$ cat config.mk
export PLATFORM = sky130hd
export DESIGN_NAME = census_disparity_search
export DESIGN_NICKNAME = d
export VERILOG_FILES = /design/src/rtl/census_stereo_pkg.sv /design/src/rtl/census_popcount.sv /design/src/rtl/census_disparity_search.sv
export SDC_FILE = /design/constraint.sdc
export NUM_CORES = 1
export LEC_CHECK = 0
export ABC_AREA = 0
export BUFFER_PORTS_ARGS = -buffer_cell sky130_fd_sc_hd__buf_2
export CORE_ASPECT_RATIO = 0.6
export CORE_MARGIN = 4
export CORE_UTILIZATION = 61
export CTS_BUF_LIST = sky130_fd_sc_hd__clkbuf_16
export DETAILED_ROUTE_END_ITERATION = 10
export PLACE_DENSITY_LB_ADDON = 0.15
export SLEW_MARGIN = 10
export SYNTH_ARGS = -nofsm -noshare
export SYNTH_HDL_FRONTEND = slang
export SYNTH_SLANG_ARGS = --single-unit
$ cat constraint.sdc
create_clock -name clk -period 4.3 [get_ports clk]
set_input_delay 0.215 -clock clk [delete_from_list [all_inputs] [get_ports clk]]
set_output_delay 0.215 -clock clk [all_outputs]
set_load 0.01 [all_outputs]
$ cat src/rtl/census_stereo_pkg.sv
// Shared width helpers for the census stereo matcher.
package census_stereo_pkg;

  // Width of a disparity index able to hold 0..num_disp-1.
  function automatic int disp_width(input int num_disp);
    return (num_disp > 1) ? $clog2(num_disp) : 1;
  endfunction

  // Width of a Hamming cost able to hold 0..census_w.
  function automatic int cost_width(input int census_w);
    return $clog2(census_w + 1);
  endfunction

  // Number of registered min-tree levels above the leaf costs.
  function automatic int tree_levels(input int num_disp);
    return $clog2(num_disp);
  endfunction

  // Node count at a given tree level: ceil(n / 2^level).
  function automatic int level_nodes(input int n, input int level);
    return (n + (1 << level) - 1) >> level;
  endfunction

  // Saturated cost used to mark candidates without history.
  function automatic int cost_max(input int cost_w);
    return (1 << cost_w) - 1;
  endfunction

endpackage

$ cat src/rtl/census_popcount.sv
// XOR of two census words followed by a population count (combinational).
module census_popcount #(
  parameter int CENSUS_W = 8,
  parameter int COST_W   = 4
) (
  input  logic [CENSUS_W-1:0] a_i,
  input  logic [CENSUS_W-1:0] b_i,
  output logic [COST_W-1:0]   cost_o
);

  logic [CENSUS_W-1:0] diff;

  assign diff = a_i ^ b_i;

  // Count differing bits.
  always_comb begin
    cost_o = '0;
    for (int i = 0; i < CENSUS_W; i++) begin
      cost_o = cost_o + COST_W'(diff[i]);
    end
  end

endmodule

$ cat src/rtl/census_disparity_search.sv
// Streaming census-stereo disparity search for one scanline.
// Optional build macro: CENSUS_DISP_UNIQUE_EN (second-best tracking for out_unique).
// Node layout carried through the min-tree: {valid, cost, idx[, cost2, alone]}.
module census_disparity_search
  import census_stereo_pkg::*;
#(
  parameter int CENSUS_W = 8,
  parameter int NUM_DISP = 4,
  parameter int DISP_W   = disp_width(NUM_DISP),
  parameter int COST_W   = cost_width(CENSUS_W)
) (
  input  logic                clk,
  input  logic                reset,
  input  logic                in_valid,
  input  logic                in_sol,
  input  logic [CENSUS_W-1:0] lcensus,
  input  logic [CENSUS_W-1:0] rcensus,
  output logic                out_valid,
  output logic [DISP_W-1:0]   out_disp,
  output logic [COST_W-1:0]   out_cost,
  output logic                out_unique
);

  localparam int TREE_H = tree_levels(NUM_DISP);
  localparam logic [COST_W-1:0] COST_MAX = COST_W'(cost_max(COST_W));

  typedef struct packed {
    logic              valid;
    logic [COST_W-1:0] cost;
    logic [DISP_W-1:0] idx;
`ifdef CENSUS_DISP_UNIQUE_EN
    logic [COST_W-1:0] cost2;   // best cost among the other candidates of this subtree
    logic              alone;   // no other valid candidate in this subtree
`endif
  } node_t;

  function automatic node_t make_leaf(input logic valid, input logic [COST_W-1:0] cost,
                                      input logic [DISP_W-1:0] idx);
    node_t n;
    n       = '0;
    n.valid = valid;
    n.cost  = valid ? cost : COST_MAX;
    n.idx   = idx;
`ifdef CENSUS_DISP_UNIQUE_EN
    n.cost2 = COST_MAX;
    n.alone = 1'b1;
`endif
    return n;
  endfunction

`ifdef CENSUS_DISP_UNIQUE_EN
  function automatic logic [COST_W-1:0] min_cost(input logic [COST_W-1:0] a,
                                                 input logic [COST_W-1:0] b);
    return (b < a) ? b : a;
  endfunction
`endif

  // lo always holds lower disparity indices than hi, so ties go to lo.
  function automatic node_t pick(input node_t lo, input node_t hi);
    node_t w;
    logic  hi_wins;
    hi_wins = hi.valid && (!lo.valid || (hi.cost < lo.cost));
    w       = hi_wins ? hi : lo;
`ifdef CENSUS_DISP_UNIQUE_EN
    begin
      node_t l;
      l       = hi_wins ? lo : hi;
      w.cost2 = min_cost(min_cost(w.cost2, l.cost), l.cost2);
      w.alone = w.alone & ~l.valid;
    end
`endif
    return w;
  endfunction

  // Right-word history; after an update it is also the stage-1 window for the
  // pixel just accepted, since it only moves again on the next accepted pixel.
  logic [CENSUS_W-1:0] r_q [NUM_DISP];
  logic                h_q [NUM_DISP];
  logic [CENSUS_W-1:0] l_q;
  logic                s1_vld_q;

  // Shift the right window and history bits on each accepted pixel.
  always_ff @(posedge clk or posedge reset) begin
    if (reset) begin
      for (int d = 0; d < NUM_DISP; d++) begin
        r_q[d] <= '0;
        h_q[d] <= 1'b0;
      end
    end else if (in_valid) begin
      r_q[0] <= rcensus;
      h_q[0] <= 1'b1;
      for (int d = 1; d < NUM_DISP; d++) begin
        r_q[d] <= r_q[d-1];
        h_q[d] <= h_q[d-1] & ~in_sol;
      end
    end
  end

  // Stage 1: capture the left word alongside the updated window.
  always_ff @(posedge clk or posedge reset) begin
    if (reset) begin
      l_q      <= '0;
      s1_vld_q <= 1'b0;
    end else begin
      s1_vld_q <= in_valid;
      if (in_valid) l_q <= lcensus;
    end
  end

  // Level 0 holds per-disparity costs; levels 1..TREE_H reduce pairwise.
  for (genvar gi = 0; gi <= TREE_H; gi++) begin : lvl
    localparam int NODES = level_nodes(NUM_DISP, gi);
    node_t node_d [NODES];
    node_t node_q [NODES];
    logic  vld_in;
    logic  vld_q;

    if (gi == 0) begin : g_leaf
      assign vld_in = s1_vld_q;
      for (genvar gj = 0; gj < NODES; gj++) begin : g_pc
        logic [COST_W-1:0] pc;
        census_popcount #(.CENSUS_W(CENSUS_W), .COST_W(COST_W)) u_pc (
          .a_i   (l_q),
          .b_i   (r_q[gj]),
          .cost_o(pc)
        );
        assign node_d[gj] = make_leaf(h_q[gj], pc, DISP_W'(gj));
      end
    end else begin : g_node
      localparam int PREV = level_nodes(NUM_DISP, gi - 1);
      assign vld_in = lvl[gi-1].vld_q;
      for (genvar gj = 0; gj < NODES; gj++) begin : g_min
        if (2 * gj + 1 < PREV) begin : g_pair
          assign node_d[gj] = pick(lvl[gi-1].node_q[2*gj], lvl[gi-1].node_q[2*gj+1]);
        end else begin : g_pass
          assign node_d[gj] = lvl[gi-1].node_q[2*gj];
        end
      end
    end

    // Advance valid every cycle; load data only with a real result so it holds.
    always_ff @(posedge clk or posedge reset) begin
      if (reset) begin
        vld_q <= 1'b0;
        for (int j = 0; j < NODES; j++) node_q[j] <= '0;
      end else begin
        vld_q <= vld_in;
        if (vld_in) begin
          for (int j = 0; j < NODES; j++) node_q[j] <= node_d[j];
        end
      end
    end
  end

  // Root valid bit has no consumer: d=0 is always a valid candidate.
  logic unused_root_valid;
  assign unused_root_valid = lvl[TREE_H].node_q[0].valid;

  assign out_valid = lvl[TREE_H].vld_q;
  assign out_disp  = lvl[TREE_H].node_q[0].idx;
  assign out_cost  = lvl[TREE_H].node_q[0].cost;

`ifdef CENSUS_DISP_UNIQUE_EN
  assign out_unique = lvl[TREE_H].node_q[0].alone |
                      (lvl[TREE_H].node_q[0].cost < lvl[TREE_H].node_q[0].cost2);
`else
  assign out_unique = out_valid;
`endif

endmodule

; Word level (Yosys, flattened, before mapping)
; Cells that the tools add are included.
; Widths: inputs -> output; s select.
[totals]
reg_bits = 90
input_bits = 20
word_cells = 86
[classes]
n_addsub = 28
order_cmp = 3
muxes = 7
bitwise_logic = 8
reduce_logical = 9
[op_table]
columns = cell, n
row1 = $add 4x1->4, 24
row2 = $xor 8x8->8, 4
row3 = $mux 4, 4
row4 = $mux 7, 2
row5 = $lt 4x4->1, 3
row6 = $add 1x1->2, 4
row7 = $mux 6, 1
row8 = $and 1x1->1, 3
row9 = $logic_and 1x1->1, 3
row10 = $logic_not 1->1, 3
row11 = $logic_or 1x1->1, 3
row12 = $not 1->1, 1

; Depth between registers and ports, before layout
; Gate-level depths: netlist of run 1.
[logic_depth]
ltp_word = 9
mapped_depth = 10

; By module
; From an unflattened synthesis of run 1, not the netlist that was laid out.
[unflattened]
hier_cells = 421
area_unflattened_um2 = 4728.3
[by_module_without_submodules]
columns = mod, instances, cells_each, area_per_inst_um2, seq_area_each_um2
row1 = census_disparity_search, 1, 317, 3777.4, 2202.1
row2 = census_popcount, 4, 26, 237.7, 0.0

; Least setup slack after synthesis of run 1
; OpenSTA, ideal clock, no wires.
[synth_path]
path_kind = register to register
start = register l_q[0]
end = register, netlist name lvl[0].node_q[3]
setup_ns = 0.082
arrival_time_ns = 3.058
slack_ns = 1.161
stages_incl_launch_ff = 10
n_path_buf = 1
path_cell_list = dfrtp_1 clkbuf_1 xor2_1 ha_1 fa_1 fa_1 fa_1 inv_1 fa_1 a31oi_1
[synth_via]
elab_chain_len = 9
[synth_rtl]
columns = item, line
row1 = from (decl), census_disparity_search.sv:79  ; logic [CENSUS_W-1:0] l_q;
row2 = from (signal assigned), census_disparity_search.sv:106  ; if (in_valid) l_q <= lcensus;
row3 = $xor 8x8->8, census_popcount.sv:13  ; assign diff = a_i ^ b_i;
row4 = $add 1x1->2, census_popcount.sv:19  ; cost_o = cost_o + COST_W'(diff[i]);
row5 = $add 4x1->4 (6 in a row), census_popcount.sv:19
row6 = $mux 4, census_disparity_search.sv:42  ; n.cost = valid ? cost : COST_MAX;
; No other way between the ends.
; A chain may end at the register's enable or synchronous reset.

; Worst setup path after layout of run 1
[layout_path]
start = register l_q[0]
end = register, netlist name lvl[0].node_q[17]
[layout_via]
elab_chain_len = 9
[layout_rtl]
columns = item, line
row1 = $xor 8x8->8, census_popcount.sv:13
row2 = $add 1x1->2, census_popcount.sv:19
row3 = $add 4x1->4 (6 in a row), census_popcount.sv:19
row4 = $mux 4, census_disparity_search.sv:42
; No other way between the ends.

==> flow_summary.yaml, run 1 <==
yosys:
  post-synth-top-count-cell: "sky130_fd_sc_hd__dfrtp_1"
  synth_warnings: 0
  yosys.cell_types.count: 31
  synth_edf_count: 0
  synth_nets: 468
  post_synth.cell_area_avg_um2: 11.4
  most_area_hungry_cell_type_in_the_yosys_netlist: "sky130_fd_sc_hd__dfrtp_1"
  synth_commonest_cells: "88 x sky130_fd_sc_hd__dfrtp_1, 44 x sky130_fd_sc_hd__inv_1, 40 x sky130_fd_sc_hd__mux2_2"
  yosys_register_bits: 88
  synth.area.top_cells: "sky130_fd_sc_hd__dfrtp_1 47%, sky130_fd_sc_hd__mux2_2 9.6%, sky130_fd_sc_hd__fa_1 6.8%, sky130_fd_sc_hd__xor2_1 6.0%, sky130_fd_sc_hd__ha_1 5.6%"
  synth_seq_area_share_pct: 46.9
  syn-instance-count: 411
  yosysTopAreaCellShare_pct: 46.9
  yosys_most_used_dff: "sky130_fd_sc_hd__dfrtp_1"
  synth_area_um2: 4690
  postSynth.asyncResetShare_pct: 100
clock_tree:
  postCtsResizedCells: 0
  cts-buffers-inserted: 9
  cts-hold-fix-buffers: 0
  ctsHtreeMaxLevel: 3
  cts_sinks: 88
  insertion_delay_ps: 340
  clock_tree_from_tritoncts: "done"
  cts.clk_slew.worst_paths_ps: 60
  clock-root-buffer: "sky130_fd_sc_hd__clkbuf_16"
  max-clock-path-buffers: 2
  setup_repair_bufs_after_cts: 0
worst_setup_path:
  setup.worst_path.start_class: "flop"
  critPathMaxStageDelay_ps: 530
  crit_path_top_delay_cell: "sky130_fd_sc_hd__fa_1"
  critical_path.n_buffers_inverters: 1
  cpMostUsedCell: "sky130_fd_sc_hd__fa_1"
  max_fanout_on_critical_path: 5
  critical_path.top_delay_family: "adder cells"
  cp_data_required_time_ps: 4560
  critical_path.cell_chain: "xor2_1 > ha_1 > fa_1 > fa_1 > fa_1 > inv_1 > fa_1 > a31oi_1"
  crit_path_dat_ps: 3460
  worstSetupEndpointType: "flop"
  path_class: "flop to flop"
routing:
  routed_via_density: 5.55
  detail_route.wl_per_cell_um: 16.9
  routed_wl_um: 9000
  dr.pass1.iters: 4
  post-route-drc-count: 0
  drt_iter0_drc: 178
  detail-route-antenna-nets: 0
  detailroute.via_count: 2964
placement:
  post-dp-hpwl_um: 6670
  placement.cell_area_um2: 4850
  buffer_ports.inserted: 27
  finalWeightedCongestion: 0.821
min_path:
  hp-class: "input pin to asynchronous set/reset pin"
sta:
  report.final.hold_viol_count: 2
  slew_violations: 0
  fmax_mhz: 313
  finalCritPeriodShare_pct: 74.4
  rsz0062_at_grt: "false"
  layout_min_cycle_time_ps: 3200
  setup_total_negative_slack_ps: 0
  setup_viol_count_final: 0
  timing.hold.ws_ps: -0.114
  timing_worst_slew_pin_value_ps: 1010
  worst_slew_margin_rel_pct: 33.0
  fin_skew_ps: 6.06
finish:
  antenna_cells_inserted: 0
  synthToLayoutAreaGrowth_pct: 9.20
  post_route_cells_drive_above_1_share_pct: 22.3
  num-nets-final: 484
  final_area_um2: 5120
die:
  placement_rows: 24
  dieWidth_um: 121
  fp.dieH_um: 75.9
  i_o_pin_count: 28
  core-area_um2: 7360
  floorplan.initialDensity_pct: 63.8
  die-area_um2: 9210
global_route:
  grt_pass1_wl_um: 15600
  grt_max_degree: 49
  gr-total-overflow: 0
  antenna_violations_before_repair: 0
  number_of_global_route_vias_before_repair: 3004
  groute.usage.overall_pct: 21.7
run:
  max_cap_violations: 0
pwr:
  total_switching_power_w: 0.00118
  max-vdd-ir-drop_mv: 0.279
  power.share.switching_pct: 35.9
  sequentialPowerShare_pct: 35.8
  p_int_w: 0.00211
  p_leak_nw: 2.39
  pwr_density_cell_nw_per_um2: 642
  pwr-share-comb_pct: 41.8
  clock_power_share_pct: 22.3
outcome:
  outcome: "finished, violations left"
  failing_checks: "hold timing"
-- cells in the final DEF (no fill, tap or decap), drive strengths merged, types with 9 or more instances in the layout --
cell	instances
nor2	25
fa	16
buf	28
o221ai	13
xor2	32
dfrtp	88
ha	21
a21oi	9
inv	47
mux2	40
o21ai	18
clkbuf	9
nand2	39
-- worst register-to-register path: stages (launching register included) --
cell and delay [ps]:
sky130_fd_sc_hd__dfrtp_1 450, sky130_fd_sc_hd__xor2_1 170, sky130_fd_sc_hd__ha_1 320, sky130_fd_sc_hd__fa_1 520
sky130_fd_sc_hd__fa_1 530, sky130_fd_sc_hd__fa_1 460, sky130_fd_sc_hd__inv_1 90, sky130_fd_sc_hd__fa_1 420
sky130_fd_sc_hd__a31oi_1 170
-- path summary, 6_finish.rpt --
path / startpoint / to / slack, ps / cells past startpoint
hold reg to reg: h_q[0] / lvl[0].node_q[3] / 480 / 1
setup / recovery: l_q[0] / lvl[0].node_q[17] / 1100 / 8
min in group clk: in_sol / h_q[1] / 100 / 2
setup reg to reg: l_q[0] / lvl[0].node_q[17] / 1100 / 8
hold / removal: reset / out_unique / -0.1 / 2
max in group asynchronous: reset / lvl[1].vld_q / 3280 / 3
-- through the flow --
| step | hold WS [ps] | worst slack, ps | utilization, % | instances | total power (W) |
|---|---|---|---|---|---|
| 3_3_place_gp | 377 | 1140 | 66.0 | 520 | 0.00251 |
| 3_5_place_dp | 379 | 1100 | 66.0 | 520 | 0.00257 |
| 2_1_floorplan | 246 | 1160 | - | 411 | 0.00224 |
| 4_1_cts | 15.7 | 1080 | 69.7 | 534 | 0.00332 |
| 5_1_grt | 67.6 | 945 | 69.7 | 534 | 0.00358 |
| 6_report | -0.114 | 1100 | 69.7 | 534 | 0.00329 |
-- power groups by stage --
stage	Clock (W)	Sequential [W]	Combinational, W
global placement	0	0.00118	0.00132
CTS	0.000744	0.00118	0.00139
floorplan	0	0.00113	0.00111
detailed placement	0	0.00119	0.00138
finish	0.000736	0.00118	0.00138
global route	0.000784	0.00121	0.00158
-- kinds of logic after synthesis --
kind of cell	synth area share (%)
flip-flops	46.9
AO/OA/AOI/OAI	12.0
AND/OR/NAND/NOR	6.45
buffers and inverters	5.92
multiplexers	9.60
adder cells (fa/ha/maj)	12.4
XOR/XNOR	6.72
-- state kept, by name, indices dropped and copies added (netlist names) --
name / cells
lvl.vld_q: 2
out_unique: 1
h_q: 4
l_q: 8
lvl.vld_in: 1
out_disp: 2
out_cost: 4
lvl.node_q: 34
r_q: 32
-- routing by layer --
metal  wire length, um  GRT usage (%)  vias up
met5                 0              0        -
met4                95           4.92        0
met3               515           6.62        9
met2              3670           29.0       67
met1              4720           34.6     1484
li1                  -              -     1404
-- layout make-up --
type,instances,area (um2)
fill,545,2230
multi-input combinational,256,2210
sequential,88,2200
clock buffer,9,225
inverter,44,166
timing repair buffer,28,143
tap,104,130
clock inverter,5,45.0
Note: power is estimated with default switching activity, not from simulation.
==> run 2: changes to the inputs <==
clock period = 3.3 ns   (was 4.3 ns; I/O delays follow)
==> flow_summary.yaml, run 2 (same netlist as run 1, synthesis figures left out) <==
outcome:
  outcome: "finished, final reports clean"
worst_setup_path:
  max_fanout_on_critical_path: 5
  crit_path_top_delay_cell: "sky130_fd_sc_hd__fa_1"
  critPathMaxStageDelay_ps: 560
  worstSetupEndpointType: "flop"
  crit_path_dat_ps: 3450
  setup.worst_path.start_class: "flop"
  cpMostUsedCell: "sky130_fd_sc_hd__fa_1"
  critical_path.cell_chain: "xor2_1 > ha_1 > fa_1 > fa_1 > fa_1 > inv_1 > fa_1 > a31oi_1"
  path_class: "flop to flop"
  cp_data_required_time_ps: 3560
finish:
  post_route_cells_drive_above_1_share_pct: 23.1
  top_library_cells_by_usage_in_the_layout_fill_and_taps_aside: "86 x sky130_fd_sc_hd__dfrtp_1, 44 x sky130_fd_sc_hd__inv_1, 40 x sky130_fd_sc_hd__mux2_2, 39 x sky130_fd_sc_hd__nand2_1, 32 x sky130_fd_sc_hd__xor2_1"
  synthToLayoutAreaGrowth_pct: 9.17
  regMostFlops: "lvl.node_q"
  num-nets-final: 487
  final_core_utilization_pct: 69.6
  layout.cells.most_common: "sky130_fd_sc_hd__dfrtp_1"
  largest_regs: "lvl.node_q (34), r_q (32), l_q (8)"
  largest_register_ff_count: 34
  antenna_cells_inserted: 0
sta:
  worst_slew_margin_rel_pct: 32.8
  layout_min_cycle_time_ps: 3190
  rsz0062_at_grt: "false"
  setup_total_negative_slack_ps: 0
  setup_viol_count_final: 0
  timing.hold.ws_ps: 55.1
  finalCritPeriodShare_pct: 96.8
  layout_setup_ws_ps: 106
  report.final.hold_viol_count: 0
  timing_worst_slew_pin_value_ps: 1010
  fmax_mhz: 313
  fin_skew_ps: 4.14
  slew_violations: 0
routing:
  detail_route.wl_per_cell_um: 16.6
  drt_iter0_drc: 243
  dr.pass1.iters: 4
  post-route-drc-count: 0
  detailroute.via_count: 2941
  routed_via_density: 5.49
  routed_wl_um: 8910
  detail-route-antenna-nets: 0
global_route:
  number_of_global_route_vias_before_repair: 3177
  antenna_violations_before_repair: 0
  grt_pass1_wl_um: 15900
  gr-total-overflow: 0
  groute.usage.overall_pct: 22.6
  grt_max_degree: 49
die:
  placement_rows: 24
  core-area_um2: 7360
  die-area_um2: 9210
  floorplan.initialDensity_pct: 63.8
  i_o_pin_count: 28
  fp.dieH_um: 75.9
  dieWidth_um: 121
placement:
  post-dp-hpwl_um: 6800
  buffer_ports.inserted: 27
  place_ws_ps: 42.3
  finalWeightedCongestion: 0.843
clock_tree:
  max-clock-path-buffers: 2
  cts-buffers-inserted: 9
  cts.clk_slew.worst_paths_ps: 60
  clock_tree_from_tritoncts: "done"
  insertion_delay_ps: 340
  setup_repair_bufs_after_cts: 0
  ctsHtreeMaxLevel: 3
  clock-root-buffer: "sky130_fd_sc_hd__clkbuf_16"
  cts_sinks: 88
pwr:
  pwr_density_cell_nw_per_um2: 821
  p_leak_nw: 2.38
  max-vdd-ir-drop_mv: 0.576
  power_w: 0.00421
min_path:
  hp-class: "input pin to flop"
run:
  max_cap_violations: 0
==> run 2: cell types whose count changed in the layout (fill, tap and decap cells not counted) <==
cell / previous run / this run
sky130_fd_sc_hd__bufinv_16: 1 / 0
sky130_fd_sc_hd__clkinv_2: 1 / 2
sky130_fd_sc_hd__dlygate4sd3_1: 0 / 1
sky130_fd_sc_hd__dfrtp_1: 88 / 86
sky130_fd_sc_hd__buf_4: 1 / 3
sky130_fd_sc_hd__dfrtp_2: 0 / 2
sky130_fd_sc_hd__inv_1: 47 / 44
sky130_fd_sc_hd__clkinv_1: 0 / 2
==> run 2: critical path, delay by kind of cell (launching register included) <==
kind / cells / cell delay [ps]
xor+xnor: 1 / 170
flops: 1 / 460
buf+inv: 1 / 90
fa+ha+maj: 5 / 2210
compound gates: 1 / 180
==> run 2: final timing paths <==
path,start,cells past startpoint,slack (ps),to
worst max-delay path,l_q[0],8,110,lvl[0].node_q[24]
worst min-delay path,rcensus[5],2,60,r_q[29]
worst max register to register,l_q[0],8,110,lvl[0].node_q[24]
worst min register to register,lvl[0].node_q[14],1,460,lvl[0].node_q[14]
max in group asynchronous,reset,4,2090,l_q[1]
min in group asynchronous,reset,3,410,lvl[0].node_q[25]
==> run 2: area by class of cell <==
class | count | area [um2]
clock buffers | 9 | 225
clock inverters | 4 | 16.3
fillers | 556 | 2230
inverters | 44 | 166
multi-input cells | 256 | 2210
flip-flops and latches | 88 | 2200
well taps | 104 | 130
repair buffers | 31 | 168
==> run 2: repair_timing <==
action                                 4_1_cts  5_1_grt
setup endpoints to repair                    0        4
resized for setup                            0        2
endpoints found under the hold margin       33        0
hold buffers                                 1        0
==> run 2: power breakdown <==
| group | total [W] | switching [W] | internal [W] |
|---|---|---|---|
| registers | 0.00153 | 0.000221 | 0.00131 |
| clock network | 0.000859 | 0.000373 | 0.000487 |
| logic | 0.00181 | 0.000933 | 0.000879 |
==> run 2: metrics by stage <==
| stage | std cells | cell area (um2) |
|---|---|---|
| 6_report | 536 | 5120 |
| 5_1_grt | 536 | 5120 |
| 4_1_cts | 536 | 5120 |
| 3_5_place_dp | 522 | 4870 |
| 3_3_place_gp | 522 | 4870 |
| 2_1_floorplan | 411 | 4690 |
==> run 2: per-layer routing <==
metal	GRT usage [%]	wire (um)	part of all wire, %	up-vias
met4	7.38	142	1.6	0
met1	34.9	4640	52	1453
met2	31.0	3640	41	62
met5	0	0	0	-
met3	5.65	483	5.4	12
li1	-	-	-	1414
==> run 3: changes to the inputs <==
REMOVE_ABC_BUFFERS = 1   (was not set)
SYNTH_HIERARCHICAL = 1   (was not set)
==> flow_summary.yaml, run 3 <==
routing:
  dr.pass1.iters: 4
  routed_wl_um: 9250
  routed_via_density: 5.41
  detail-route-antenna-nets: 0
  detail_route.wl_per_cell_um: 16.3
  post-route-drc-count: 0
  drt_iter0_drc: 175
  detailroute.via_count: 3076
min_path:
  hp-class: "input pin to flop"
  hold_start: "in_sol"
yosys:
  post-synth-top-count-cell: "sky130_fd_sc_hd__dfrtp_1"
  synth_seq_area_share_pct: 46.6
  most_area_hungry_cell_type_in_the_yosys_netlist: "sky130_fd_sc_hd__dfrtp_1"
  yosysTopAreaCellShare_pct: 46.6
  postSynth.asyncResetShare_pct: 100
  yosys_most_used_dff: "sky130_fd_sc_hd__dfrtp_1"
  synth_area_um2: 4730
  synth.area.top_cells: "sky130_fd_sc_hd__dfrtp_1 47%, sky130_fd_sc_hd__mux2_2 9.5%, sky130_fd_sc_hd__fa_1 6.8%, sky130_fd_sc_hd__ha_1 5.6%, sky130_fd_sc_hd__inv_1 5.3%"
  yosys_register_bits: 88
  post_synth.cell_area_avg_um2: 11.2
  synth_warnings: 6
  yosys.cell_types.count: 31
  synth_edf_count: 0
  synth_commonest_cells: "88 x sky130_fd_sc_hd__dfrtp_1, 67 x sky130_fd_sc_hd__inv_1, 40 x sky130_fd_sc_hd__mux2_2"
  syn-instance-count: 421
worst_setup_path:
  rr_endpoint: "lvl[0].node_q[24]"
  cp_data_required_time_ps: 3530
  regToRegSetupSlack_ps: -150
  critPathCapture: "lvl[0].node_q[24]"
  worstSetupEndpointType: "flop"
  max_fanout_on_critical_path: 5
  timing.critical_path.from: "l_q[3]"
  reg2reg_from: "l_q[3]"
  path_class: "flop to flop"
  setup.worst_path.start_class: "flop"
  rr_worst_depth: 13
  crit_path_dat_ps: 3680
pwr:
  pwr_density_cell_nw_per_um2: 871
  p_int_w: 0.00292
  pwr-share-comb_pct: 48.1
  power.share.switching_pct: 38.1
  clock_power_share_pct: 19.0
  sequentialPowerShare_pct: 32.9
  p_leak_nw: 2.51
  max-vdd-ir-drop_mv: 0.419
  total_switching_power_w: 0.00180
sta:
  fmax_mhz: 290
  rsz0062_at_grt: "true"
  layout_setup_ws_ps: -154
  fin_skew_ps: 6.71
  setup_viol_count_final: 6
  report.final.hold_viol_count: 0
  timing_worst_slew_pin_value_ps: 1020
  slew_violations: 0
  finalCritPeriodShare_pct: 105
  layout_min_cycle_time_ps: 3450
  worst_slew_margin_rel_pct: 32.2
clock_tree:
  cts-buffers-inserted: 9
  clock-root-buffer: "sky130_fd_sc_hd__clkbuf_16"
  cts_sinks: 88
  insertion_delay_ps: 340
  cts.clk_slew.worst_paths_ps: 60
  clock_tree_from_tritoncts: "done"
  max-clock-path-buffers: 2
  ctsHtreeMaxLevel: 3
finish:
  regMostFlops: "lvl.node_q"
  post_route_cells_drive_above_1_share_pct: 29.9
  final_core_utilization_pct: 73.2
  largest_regs: "lvl.node_q (34), r_q (32), l_q (8)"
  num-nets-final: 517
  top_library_cells_by_usage_in_the_layout_fill_and_taps_aside: "85 x sky130_fd_sc_hd__dfrtp_1, 60 x sky130_fd_sc_hd__inv_1, 40 x sky130_fd_sc_hd__mux2_2, 38 x sky130_fd_sc_hd__nand2_1, 27 x sky130_fd_sc_hd__buf_2"
  layout.cells.most_common: "sky130_fd_sc_hd__dfrtp_1"
  largest_register_ff_count: 34
  synthToLayoutAreaGrowth_pct: 14.4
  antenna_cells_inserted: 0
run:
  max_cap_violations: 0
global_route:
  gr-total-overflow: 0
  grt_max_degree: 49
  groute.usage.overall_pct: 22.5
  number_of_global_route_vias_before_repair: 3177
  antenna_violations_before_repair: 0
  grt_pass1_wl_um: 16200
placement:
  finalWeightedCongestion: 0.895
  place_ws_ps: -234
  buffer_ports.inserted: 27
  post-dp-hpwl_um: 6840
outcome:
  failing_checks: "setup timing"
  outcome: "finished, violations left"
die:
  placement_rows: 24
  fp.dieH_um: 76.2
  die-area_um2: 9270
  floorplan.initialDensity_pct: 64.0
  i_o_pin_count: 28
  core-area_um2: 7390
  dieWidth_um: 122
[run 3: changes by cell type in the layout (fill, tap and decap cells not counted), sizes merged, moves of 4 or more]
cell   before  now
inv        44   69
xnor2       4   24
xor2       32   12
buf        30   41
nor2       25   17
o21ai      18   26
a31oi       8    3
a21o        4    0
nor2b       2    6
o22a        8   12
[run 3: worst min path at each step]
stage / end / slack, ps / cells after the start
2_1_floorplan: lvl[0].vld_in / 200 / 0
3_3_place_gp: lvl[0].node_q[12] / 220 / 2
3_5_place_dp: lvl[0].node_q[10] / 220 / 2
4_1_cts: h_q[1] / 40 / 2
5_1_grt: h_q[0] / 50 / 2
6_report: h_q[0] / 50 / 2
[run 3: critical path, stage by stage (launching register included)]
cell	delay, ps
sky130_fd_sc_hd__dfrtp_2	470
sky130_fd_sc_hd__buf_6	160
sky130_fd_sc_hd__xnor2_4	120
sky130_fd_sc_hd__fa_1	520
sky130_fd_sc_hd__inv_1	50
sky130_fd_sc_hd__fa_1	490
sky130_fd_sc_hd__inv_2	50
sky130_fd_sc_hd__fa_1	460
sky130_fd_sc_hd__inv_1	70
sky130_fd_sc_hd__ha_2	180
sky130_fd_sc_hd__inv_2	40
sky130_fd_sc_hd__fa_2	540
sky130_fd_sc_hd__inv_2	30
sky130_fd_sc_hd__o22a_1	160
[run 3: logic make-up after synthesis]
| kind of cell | Yosys count | synth area share, % |
|---|---|---|
| compound gates | 73 | 11.9 |
| xor+xnor | 36 | 6.67 |
| fa+ha+maj | 37 | 12.3 |
| buf+inv | 81 | 6.99 |
| flops | 88 | 46.6 |
| mux | 40 | 9.53 |
| simple gates | 66 | 6.01 |
[run 3: per-stage QoR]
stage / hold slack (ps) / instance area, um2 / cells / TNS, ps / total power (W)
after detailed placement: 220 / 4990 / 548 / -1130 / 0.00362
after floorplan: 196 / 4650 / 407 / 0 / 0.00308
after global routing: 46.1 / 5410 / 569 / -1490 / 0.00517
final: 51.1 / 5410 / 569 / -472 / 0.00471
after global placement: 216 / 4990 / 548 / -749 / 0.00351
after CTS: 37.0 / 5340 / 566 / -332 / 0.00470
[run 3: cell type report]
cell class / instances / area [um2]
multi-input cells: 252 / 2310
clock buffers: 9 / 225
inverters: 67 / 253
clock inverters: 7 / 32.5
fillers: 535 / 1980
repair buffers: 42 / 258
well taps: 104 / 130
flip-flops and latches: 88 / 2210
[run 3: power by group through the flow]
stage,clock network (W),registers (W),logic [W]
floorplan,0,0.00150,0.00158
global placement,0,0.00154,0.00198
detailed placement,0,0.00155,0.00207
CTS,0.000919,0.00154,0.00224
global route,0.000967,0.00158,0.00262
finish,0.000895,0.00155,0.00227
[run 3: timing repair]
action | in CTS | in global routing
endpoints found under the setup margin | 8 | 8
hold buffers | 1 | 0
pin swaps | 22 | 13
buffers inserted | 1 | 3
resized for setup | 33 | 8
endpoints found under the hold margin | 30 | 0
[run 3: per-layer routing]
metal	GRT usage (%)	vias up	routed length, um
li1	-	1473	-
met1	34.7	1522	4520
met5	0	-	0
met4	5.15	0	96
met3	7.57	7	696
met2	30.9	74	3940
